<file path="src/rtl/wb_sram_pkg.sv">
// Shared definitions for the Wishbone-to-asynchronous-SRAM responder.
package wb_sram_pkg;

  typedef enum logic [1:0] {
    IDLE  = 2'd0,
    SETUP = 2'd1,
    PULSE = 2'd2,
    DONE  = 2'd3
  } state_t;

  localparam int WS_W = 4;

endpackage

</file>
<file path="src/rtl/wb_sram_ws_timer.sv">
// Loadable down-counter that times the SRAM strobe; o_zero marks the last strobe cycle.
module wb_sram_ws_timer
  import wb_sram_pkg::*;
(
  input  logic            i_clk,
  input  logic            i_rst,
  input  logic            i_load,
  input  logic [WS_W-1:0] i_load_val,
  input  logic            i_dec,
  output logic            o_zero
);

  logic [WS_W-1:0] count_reg;

  always_ff @(posedge i_clk) begin
    if (i_rst) begin
      count_reg <= '0;
    end else if (i_load) begin
      count_reg <= i_load_val;
    end else if (i_dec && (count_reg != '0)) begin
      count_reg <= count_reg - 1'b1;
    end
  end

  assign o_zero = (count_reg == '0);

endmodule

</file>
<file path="src/rtl/wb_sram_slave.sv">
// Wishbone pipelined responder driving an asynchronous SRAM, one transfer at a time,
// with an optional write-protect window that turns a region into ROM.
module wb_sram_slave
  import wb_sram_pkg::*;
#(
  parameter int                    WIDTH       = 8,
  parameter int                    ADDR_LINES  = 16,
  parameter int                    WAIT_STATES = 1,
  parameter logic [ADDR_LINES-1:0] WP_BASE     = 16'hF000,
  parameter logic [ADDR_LINES-1:0] WP_LAST     = 16'hFFFF
) (
  input  logic                  i_clk,
  input  logic                  i_rst,
  input  logic                  i_wb_cyc,
  input  logic                  i_wb_stb,
  input  logic                  i_wb_we,
  input  logic [ADDR_LINES-1:0] i_wb_addr,
  input  logic [WIDTH-1:0]      i_wb_data,
  output logic                  o_wb_ack,
  output logic                  o_wb_stall,
  output logic [WIDTH-1:0]      o_wb_data,
  input  logic                  i_wp_en,
  output logic                  o_wp_hit,
  output logic [ADDR_LINES-1:0] o_sram_addr,
  output logic [WIDTH-1:0]      o_sram_dq_out,
  output logic                  o_sram_dq_oe,
  input  logic [WIDTH-1:0]      i_sram_dq_in,
  output logic                  o_sram_ce_n,
  output logic                  o_sram_oe_n,
  output logic                  o_sram_we_n
);

  state_t state_reg;
  state_t state_next;
  logic   we_reg;
  logic   wp_reg;
  logic   cyc_ok_reg;
  logic   ws_zero;
  logic   accept;
  logic   win_hit;

  assign accept     = (state_reg == IDLE) && i_wb_cyc && i_wb_stb;
  assign o_wb_stall = (state_reg != IDLE);

  // Plain unsigned compares: a reversed window never hits and an all-ones top cannot wrap.
  assign win_hit = (i_wb_addr >= WP_BASE) && (i_wb_addr <= WP_LAST);

  wb_sram_ws_timer u_ws_timer (
    .i_clk      (i_clk),
    .i_rst      (i_rst),
    .i_load     (state_reg == SETUP),
    .i_load_val (WS_W'(WAIT_STATES)),
    .i_dec      (state_reg == PULSE),
    .o_zero     (ws_zero)
  );

  always_comb begin
    state_next = state_reg;
    case (state_reg)
      IDLE:    if (accept) state_next = SETUP;
      SETUP:   state_next = PULSE;
      PULSE:   if (ws_zero) state_next = DONE;
      DONE:    state_next = IDLE;
      default: state_next = IDLE;
    endcase
  end

  always_ff @(posedge i_clk) begin
    if (i_rst) begin
      state_reg     <= IDLE;
      we_reg        <= 1'b0;
      wp_reg        <= 1'b0;
      cyc_ok_reg    <= 1'b0;
      o_wb_ack      <= 1'b0;
      o_wp_hit      <= 1'b0;
      o_wb_data     <= '0;
      o_sram_addr   <= '0;
      o_sram_dq_out <= '0;
      o_sram_dq_oe  <= 1'b0;
      o_sram_ce_n   <= 1'b1;
      o_sram_oe_n   <= 1'b1;
      o_sram_we_n   <= 1'b1;
    end else begin
      state_reg <= state_next;
      o_wb_ack  <= 1'b0;
      o_wp_hit  <= 1'b0;
      // A master that lets go of cyc at any point forfeits the ack, but the SRAM cycle runs on.
      if ((state_reg != IDLE) && !i_wb_cyc) cyc_ok_reg <= 1'b0;
      case (state_reg)
        IDLE: begin
          if (accept) begin
            o_sram_addr   <= i_wb_addr;
            o_sram_dq_out <= i_wb_data;
            we_reg        <= i_wb_we;
            wp_reg        <= i_wb_we && i_wp_en && win_hit;
            cyc_ok_reg    <= 1'b1;
            o_sram_ce_n   <= 1'b0;
            o_sram_oe_n   <= i_wb_we;
            o_sram_we_n   <= 1'b1;
            o_sram_dq_oe  <= i_wb_we;
          end
        end
        SETUP: begin
          o_sram_we_n <= ~(we_reg & ~wp_reg);
        end
        PULSE: begin
          if (ws_zero) begin
            o_sram_ce_n <= 1'b1;
            o_sram_oe_n <= 1'b1;
            o_sram_we_n <= 1'b1;
            if (!we_reg) o_wb_data <= i_sram_dq_in;
            o_wb_ack <= cyc_ok_reg & i_wb_cyc;
            o_wp_hit <= wp_reg & cyc_ok_reg & i_wb_cyc;
          end
        end
        DONE: begin
          o_sram_dq_oe <= 1'b0;
        end
        default: begin
        end
      endcase
    end
  end

endmodule

</file>
<file path="config.mk">
export PLATFORM = sky130hd
export DESIGN_NAME = wb_sram_slave
export DESIGN_NICKNAME = d
export VERILOG_FILES = /design/src/rtl/wb_sram_pkg.sv /design/src/rtl/wb_sram_ws_timer.sv /design/src/rtl/wb_sram_slave.sv
export SDC_FILE = /design/constraint.sdc
export NUM_CORES = 1
export LEC_CHECK = 0
export BUFFER_PORTS_ARGS = -buffer_cell sky130_fd_sc_hd__clkbuf_2
export CAP_MARGIN = 40
export CORE_ASPECT_RATIO = 1.1
export CORE_MARGIN = 1.5
export CORE_UTILIZATION = 45
export CTS_CLUSTER_DIAMETER = 120
export CTS_CLUSTER_SIZE = 25
export DETAILED_ROUTE_END_ITERATION = 7
export PLACE_DENSITY_LB_ADDON = 0.05
export SKIP_LAST_GASP = 1
export SYNTH_ARGS = -nofsm -noshare
export SYNTH_HDL_FRONTEND = slang
export SYNTH_SLANG_ARGS = --single-unit
</file>
<file path="constraint.sdc">
create_clock -name i_clk -period 3.18 [get_ports i_clk]
set_clock_uncertainty 0.2 [all_clocks]
set_input_delay 0 -clock i_clk [delete_from_list [all_inputs] [get_ports i_clk]]
set_output_delay 0 -clock i_clk [all_outputs]
set_load 0.05 [all_outputs]
</file>
=== Yosys cells after proc, flatten, opt, wreduce, memory -nomap -nowiden ===
Cells that the tools add are included.

* Reduce and logical (&&, ||, !) cells: 24
* $lt $le $gt $ge: 2
* Bitwise logic cells: 9
* Equality and inequality tests: 5
* Muxes and demuxes: 16
* Add/subtract/negate cells: 1

{| class="wikitable"
|+ Operator list
! kind !! number
|-
| $ge A16 B16 Y1 const B || 1
|-
| $le A16 B16 Y1 const B || 1
|-
| $mux W1 || 9
|-
| $reduce_and A3 Y1 || 3
|-
| $pmux W2 S4 || 1
|-
| $reduce_bool A2 Y1 || 4
|-
| $logic_and A1 B1 Y1 || 7
|-
| $pmux W1 S2 || 3
|-
| $reduce_and A2 Y1 || 3
|-
| $not A1 Y1 || 5
|-
| $and A1 B1 Y1 || 4
|-
| $eq A2 B2 Y1 const B || 2
|-
| $logic_not A4 Y1 || 1
|-
| $mux W2 || 2
|-
| $ne A2 B2 Y1 const B || 2
|-
| $reduce_bool A4 Y1 || 1
|-
| $sub A4 B1 Y4 const B || 1
|-
| $pmux W1 S3 || 1
|-
| $reduce_bool A3 Y1 || 1
|-
| $reduce_or A3 Y1 || 1
|-
| $eq A2 B1 Y1 const B || 1
|-
| $logic_not A2 Y1 || 1
|-
| $reduce_or A2 Y1 || 1
|-
| $logic_not A1 Y1 || 1
|}

* Bits in registers: 47
* Logic and storage cells: 72
* Bits of input ports: 38
* Output and inout bits: 39

=== Depth between registers and ports, before layout ===
Gate-level depths: netlist of the first run.

* Depth in word-level cells: 5
* Gate-level depth with buffers: 7
* Gate-level depth less buffers: 5

=== By module ===
From an unflattened synthesis of the first run, not the netlist that was laid out.

* Cell total of the unflattened synthesis: 223
* Area total of the unflattened synthesis: 2072.0 um2

{| class="wikitable"
|+ By module, submodules not included
! module !! cells each !! seq. area each (um2) !! area each (um2) !! instances
|-
| wb_sram_slave || 194 || 860.8 || 1809.2 || 1
|-
| wb_sram_ws_timer || 29 || 80.1 || 262.8 || 1
|}

=== Least setup slack after synthesis of the first run ===
Ideal clock, no wire load.

* Path type: register -> register
* Start point: reg u_ws_timer.count_reg[1]
* End point: reg u_ws_timer.count_reg[1]
* Slack: 1456 ps
* Clock period less this slack: 1724 ps
* Data required time: 2880 ps
* Data arrival time: 1425 ps
* Stages on the path, launching flop included: 6
* Path buffers: 0
* Library setup time: 100 ps
* Cells stage by stage: dfxtp_1 -> inv_1 -> ha_1 -> or3b_4 -> and3_4 -> a2111oi_4

* Word-level cells in the longest chain between the ends: 2
* Elaborated cells between the ends (all ways): 3
* Those cells by class: add/sub (1); reduce/logical (2)

{| class="wikitable"
|+ Ends and longest elaborated chain
! element !! RTL line !! text
|-
| start: declaration || wb_sram_ws_timer.sv:13 || <nowiki>logic [WS_W-1:0] count_reg;</nowiki>
|-
| start signal: assignment || wb_sram_ws_timer.sv:19 || <nowiki>count_reg <= i_load_val;</nowiki>
|-
| start signal: assignment || wb_sram_ws_timer.sv:21 || <nowiki>count_reg <= count_reg - 1'b1;</nowiki>
|-
| branches (longest 2 deep; another with $sub A4 B1 Y4) || - ||
|}

Parallel ways; which one is timed is not known.
A chain may end at the register's enable or synchronous reset.

=== Final worst setup path of the first run ===
* Start point: reg state_reg[0]
* End point: reg wp_reg

* Word-level cells in the longest chain between the ends: 4

{| class="wikitable"
|+ Ends and longest elaborated chain
! element !! RTL line !! text
|-
| start: declaration || wb_sram_slave.sv:33 || <nowiki>state_t state_reg;</nowiki>
|-
| start signal: assignment || wb_sram_slave.sv:84 || <nowiki>state_reg <= state_next;</nowiki>
|-
| $logic_not A2 Y1 (*) || wb_sram_slave.sv:42, wb_sram_slave.sv:89 ||
|-
| $logic_and A1 B1 Y1 (2 in a row) || wb_sram_slave.sv:42 || <nowiki>assign accept = (state_reg == IDLE) && i_wb_cyc && i_wb_stb;</nowiki>
|-
| $reduce_and A2 Y1 (no source line) (*) || - ||
|-
| end signal: assignment || wb_sram_slave.sv:95 || <nowiki>wp_reg <= i_wb_we && i_wp_en && win_hit;</nowiki>
|-
| end: declaration || wb_sram_slave.sv:36 || <nowiki>logic wp_reg;</nowiki>
|}

Every way passes the cells marked *; elsewhere a longest branch is shown, timed or not.

==> results.cfg, run 1 <==
[routing]
routedWlPerCell_um = 12.1
drt-total-wl_um = 4670
drtIter0Drc = 41
dr_total_vias = 1859
vias_per_cell = 4.83
ant_nets = 0
drc = 0
drt_pass1_iterations = 4

[pwr]
finalPower_mw = 1.88
p_leak_nw = 1.22
power_density_nw_per_um2 = 663
worst_ir_drop_vdd_mv = 0.292

[worst_setup_path]
reg2reg_from = state_reg[0]
start_kind = flip-flop
rrSetupSlack_ns = 0.62
setup.worst_path.end_class = flip-flop
arrival_ns = 2.59
cp.required_ns = 3.21
crit_type = flip-flop to flip-flop
rr_worst_depth = 7
r2r_end = wp_reg
path_max_fanout = 16

[floorplan]
die_y_um = 72.2
io_pins = 77
die_w_um = 65.9
core_area_sq_um = 4050
initial_utilization = 0.483
num_rows = 24
dieArea_sq_um = 4750

[sta]
finalSetupViolCount = 0
maxSlewViolCount = 0
grt_setup_unrepaired = false
hold_viol_final = 0
max_freq_mhz = 390
min_period_ns = 2.56
relSlewSlack = 0.643
tightest_slew_ns = 0.536
period_share = 0.806
timing.hold.ws_ns = 0.0532
tns_ns = 0

[run]
drv_cap = 0

[logic_synthesis]
yosys_warnings = 0
syn_nets = 268
syn_area_sq_um = 1960
ys_seq_area_frac = 0.481
synthCells = 223
synth_cell_types = 36
avgSynthCellArea_sq_um = 8.78
synth_seq_cells = 47

[worst_hold_path]
holdPathStages = 2
hold_end = o_sram_dq_out[3]
hold_start = i_rst
hp-class = input port to flip-flop

[clock_network]
htree_num_levels = 2
cts-resized-gates = 0
cts_setup_buffers = 0
clkTransAtPathRegs_ns = 0.08
cts_tree = built
cts.sinks = 47
cts_root_buf = clkbuf_8
cts_buffer_depth = 2
clk-insertion-delay-late_ns = 0.29
numCtsBuffers = 5

[layout]
fill_cells = 332
largest_registers = o_sram_addr (16), o_sram_dq_out (8), o_wb_data (8)
drive_above_1_share = 0.264
largest_reg_flops = 16
syn2layout_area_growth_pct = 45.0
nets = 379
antenna_cells = 0
max_flop_register = o_sram_addr

[global_route]
grt_pass1_wl_um = 7570
grt_pass1_vias = 1794
grt-ovfl-total = 0
antenna_found_initial = 0
grt_usage = 0.204
grt_max_degree = 31

[place]
gp_congestion = 0.781
io_buffers = 76
dp_hpwl_um = 3030

[run_status]
status = completed
-- worst max-delay path, stage by stage, from the launching register on --
cell,delay [ns]
dfxtp_1,0.33
inv_1,0.12
ha_1,0.30
and3_1,0.45
buf_4,0.29
nand4_1,0.12
dlygate4sd3_1,0.57
a21oi_1,0.11
-- final cells by class --
cell class | count | area, sq um | share of cell area
multi-input combinational | 158 | 943 | 0.332
sequential | 47 | 941 | 0.332
timing repair buffer | 116 | 793 | 0.280
clock buffer | 6 | 72.6 | 0.0256
tap | 52 | 65.1 | 0.0229
inverter | 6 | 22.5 | 0.00794
-- how the worst max path moves through the flow --
stage | startpoint | to | cells past startpoint
3_5_place_dp | state_reg[0] | wp_reg | 6
5_1_grt | state_reg[0] | wp_reg | 7
3_3_place_gp | state_reg[0] | o_sram_dq_oe | 6
2_1_floorplan | u_ws_timer.count_reg[1] | u_ws_timer.count_reg[1] | 5
4_1_cts | state_reg[0] | wp_reg | 7
6_report | state_reg[0] | wp_reg | 7
-- kinds of logic (layout without fill, tap and decap cells) --
family                   Yosys count  in the layout  share of synthesized area
XOR/XNOR                           1              1                    0.00448
adder cells (fa/ha/maj)            7              7                     0.0448
AO/OA/AOI/OAI                     41             41                      0.128
buffers and inverters             18            128                     0.0371
multiplexers                      10             10                     0.0512
flip-flops                        47             47                      0.481
AND/OR/NAND/NOR                   99             99                      0.254
-- repair_timing --
item                                    in CTS  in global routing
endpoints found under the hold margin       39                  0
hold buffers                                37                  0
endpoints found under the setup margin       0                  0
-- placed cells by master, fill, tap and decap left out, types with 2 or more instances in the layout --
cell,netlist,layout
inv_1,6,6
dlygate4sd3_1,0,37
buf_4,0,2
a211oi_1,3,3
clkbuf_2,0,76
nor3_1,2,2
nand2b_1,19,19
and3_1,2,2
dfxtp_1,47,47
ha_1,7,7
a21oi_1,29,29
nand2_1,54,54
nand3_1,2,2
nor2_1,6,6
clkbuf_8,0,5
mux2i_1,10,10
or3_1,2,2
o21ai_0,2,2
-- stage by stage --
| step | utilization | worst slack (ns) | area, sq um | cells |
|---|---|---|---|---|
| 6_report | 0.700 | 0.616 | 2840 | 385 |
| 5_1_grt | 0.700 | 0.423 | 2840 | 385 |
| 4_1_cts | 0.700 | 0.652 | 2840 | 385 |
| 3_5_place_dp | 0.591 | 1.20 | 2390 | 342 |
| 3_3_place_gp | 0.584 | 1.25 | 2370 | 341 |
| 2_1_floorplan | - | 1.46 | 1960 | 223 |
-- synth_stat cells --
master / number / area [sq um]
a2111oi_4: 1 / 27.5
a211oi_1: 3 / 22.5
a21boi_0: 1 / 7.51
a21o_1: 1 / 7.51
a21oi_1: 29 / 145
a22oi_1: 1 / 7.51
and2_1: 1 / 6.26
and3_1: 2 / 12.5
and3_4: 1 / 11.3
and4_1: 1 / 8.76
buf_2: 4 / 20.0
clkbuf_1: 8 / 30.0
dfxtp_1: 47 / 941
ha_1: 7 / 87.6
inv_1: 6 / 22.5
mux2i_1: 10 / 100
nand2_1: 54 / 203
nand2b_1: 19 / 119
nand3_1: 2 / 10.0
nand3b_1: 1 / 7.51
nand4_1: 1 / 6.26
nand4b_1: 1 / 8.76
nand4bb_1: 1 / 11.3
nor2_1: 6 / 22.5
nor2_4: 1 / 11.3
nor2b_1: 1 / 6.26
nor3_1: 2 / 10.0
nor4b_1: 1 / 8.76
nor4bb_1: 1 / 10.0
o211ai_1: 1 / 7.51
o21a_1: 1 / 7.51
o21ai_0: 2 / 10.0
o31ai_1: 1 / 7.51
or3_1: 2 / 12.5
or3b_4: 1 / 11.3
xnor2_1: 1 / 8.76
-- layer usage --
layer	part of all wire	vias to the layer above	track usage
met5	0	-	0
met4	0.019	0	0.0810
met3	0.050	9	0.0543
met2	0.50	48	0.365
met1	0.43	842	0.229
li1	-	960	-
-- power breakdown --
| part | switching (mW) | leakage [nW] | total [mW] | internal (mW) |
|---|---|---|---|---|
| clock | 0.176 | 0.0371 | 0.323 | 0.147 |
| combinational | 0.548 | 0.802 | 0.824 | 0.276 |
| sequential | 0.0554 | 0.382 | 0.736 | 0.680 |
Note: power is estimated with default switching activity, not from simulation.
==> run 2: changes to the inputs <==
clock period = 2.7 ns   (was 3.18 ns; I/O delays follow)
==> run 2 against run 1 <==
  * Die area did not move
  * Critical path type unchanged
  * Fmax rose by 3.2%
  * Sequential share of layout area fell by 0.058 points
  * Largest cell class unchanged
  * Wire length rose by 4.6%
  * Flip-flop and latch count did not move
  * Global-route usage rose by 1.2 points
  * Combinational power rose by 20%
  * Hold slack improved by 0.094 ns
  * First-iteration DRC count rose by 93%
  * Setup slack got worse by 0.40 ns
==> results.cfg, run 2 (same netlist as run 1, synthesis figures left out) <==
[run_status]
status = completed

[worst_hold_path]
hp-class = input port to flip-flop

[layout]
max_flop_register = o_sram_addr
largest_reg_flops = 16
final_cell_mix = clkbuf_2, nand2_1, dfxtp_1
largest_registers = o_sram_addr (16), o_sram_dq_out (8), o_wb_data (8)
antenna_cells = 0
final_cell_area_sq_um = 2840
fin_util = 0.701
layout_commonest_cell = clkbuf_2
fill_cells = 356
drive_above_1_share = 0.269
syn2layout_area_growth_pct = 45.3
nets = 379

[place]
io_buffers = 76
dp_hpwl_um = 3120
gp_congestion = 0.764
postPlaceCellArea_sq_um = 2390

[pwr]
p_comb_frac = 0.436
netSwitchingFraction = 0.423
seqPwrFrac = 0.382
p_switching_uw = 962
p_leak_nw = 1.22
finalPower_mw = 2.28
worst_ir_drop_vdd_mv = 0.435
power_density_nw_per_um2 = 800
intPower_mw = 1.31
clock_power_share = 0.182

[clock_network]
clk-insertion-delay-late_ns = 0.30
cts_root_buf = clkbuf_8
cts_tree = built
htree_num_levels = 2
cts-resized-gates = 0
clkTransAtPathRegs_ns = 0.09
cts.sinks = 47
cts_buffer_depth = 2
numCtsBuffers = 5

[floorplan]
die_y_um = 72.2
core_area_sq_um = 4050
dieArea_sq_um = 4750
die_w_um = 65.9
initial_utilization = 0.483
num_rows = 24
io_pins = 77

[worst_setup_path]
critPathMaxStageDelay_ns = 0.56
start_kind = flip-flop
cp.required_ns = 2.72
cpMaxStageDelayCell = dlygate4sd3_1
arrival_ns = 2.51
path_max_fanout = 18
crit_chain = inv_1 > ha_1 > and3_1 > buf_12 > nand4_1 > dlygate4sd3_1 > a21oi_1
setup.worst_path.end_class = flip-flop
crit_type = flip-flop to flip-flop

[sta]
max_freq_mhz = 402
grt_setup_unrepaired = false
maxSlewViolCount = 0
timing.hold.ws_ns = 0.147
min_period_ns = 2.49
finalSetupViolCount = 0
tns_ns = 0
relSlewSlack = 0.515
tightest_slew_ns = 0.728
period_share = 0.921
hold_viol_final = 0

[routing]
routedWlPerCell_um = 12.6
ant_nets = 0
drc = 0
dr_total_vias = 1906
vias_per_cell = 4.93
drt_pass1_iterations = 4
drt-total-wl_um = 4890
drtIter0Drc = 79

[global_route]
grt_pass1_wl_um = 7990
antenna_found_initial = 0
grt_pass1_vias = 1820
grt_usage = 0.216
grt_max_degree = 39
grt-ovfl-total = 0

[run]
drv_cap = 0
-- run 2: area by class of cell --
class	count	area, sq um	area share
inverter	6	22.5	0.00792
clock buffer	6	72.6	0.0255
timing repair buffer	116	786	0.276
tap	52	65.1	0.0229
sequential	47	941	0.331
multi-input combinational	158	943	0.332
clock inverter	2	12.5	0.00440
-- run 2: timing repair --
item | CTS | global route
setup endpoints to repair | 0 | 0
endpoints found under the hold margin | 39 | 0
buffers inserted | 0 | 0
hold buffers | 37 | 0
-- run 2: layer usage --
| layer | wire length (um) | track usage | part of all wire | up-vias |
|---|---|---|---|---|
| met2 | 2480 | 0.367 | 0.51 | 53 |
| met5 | 0 | 0 | 0 | - |
| li1 | - | - | - | 965 |
| met4 | 50 | 0.0671 | 0.010 | 0 |
| met1 | 2110 | 0.263 | 0.43 | 884 |
| met3 | 240 | 0.0636 | 0.049 | 4 |
-- run 2: worst paths after layout --
kind / startpoint / to / slack, ns / depth (start not counted)
max: state_reg[1] / wp_reg / 0.21 / 7
min: i_rst / u_ws_timer.count_reg[1] / 0.15 / 2
max reg2reg: state_reg[1] / wp_reg / 0.21 / 7
min reg2reg: o_sram_addr[8] / o_sram_addr[8] / 0.26 / 2
-- run 2: power by group through the flow --
stage               clock [mW]  sequential, mW  combinational, mW
finish                   0.414           0.869              0.992
global route             0.452           0.884               1.08
CTS                      0.423           0.869              0.991
detailed placement           0           0.884              0.945
global placement             0           0.882              0.934
floorplan                    0            1.13              0.477
-- run 2: critical path, delay by kind of cell (launching register included) --
kind | cells | cell delay, ns
adder cells (fa/ha/maj) | 1 | 0.28
AND/OR/NAND/NOR | 2 | 0.57
flip-flops | 1 | 0.36
buffers and inverters | 3 | 0.89
AO/OA/AOI/OAI | 1 | 0.11
-- run 2: metrics by stage --
stage               cells  setup WS (ns)
finish                387          0.214
global route          387         0.0471
CTS                   387          0.215
detailed placement    342          0.793
global placement      342          0.838
floorplan             223          0.976
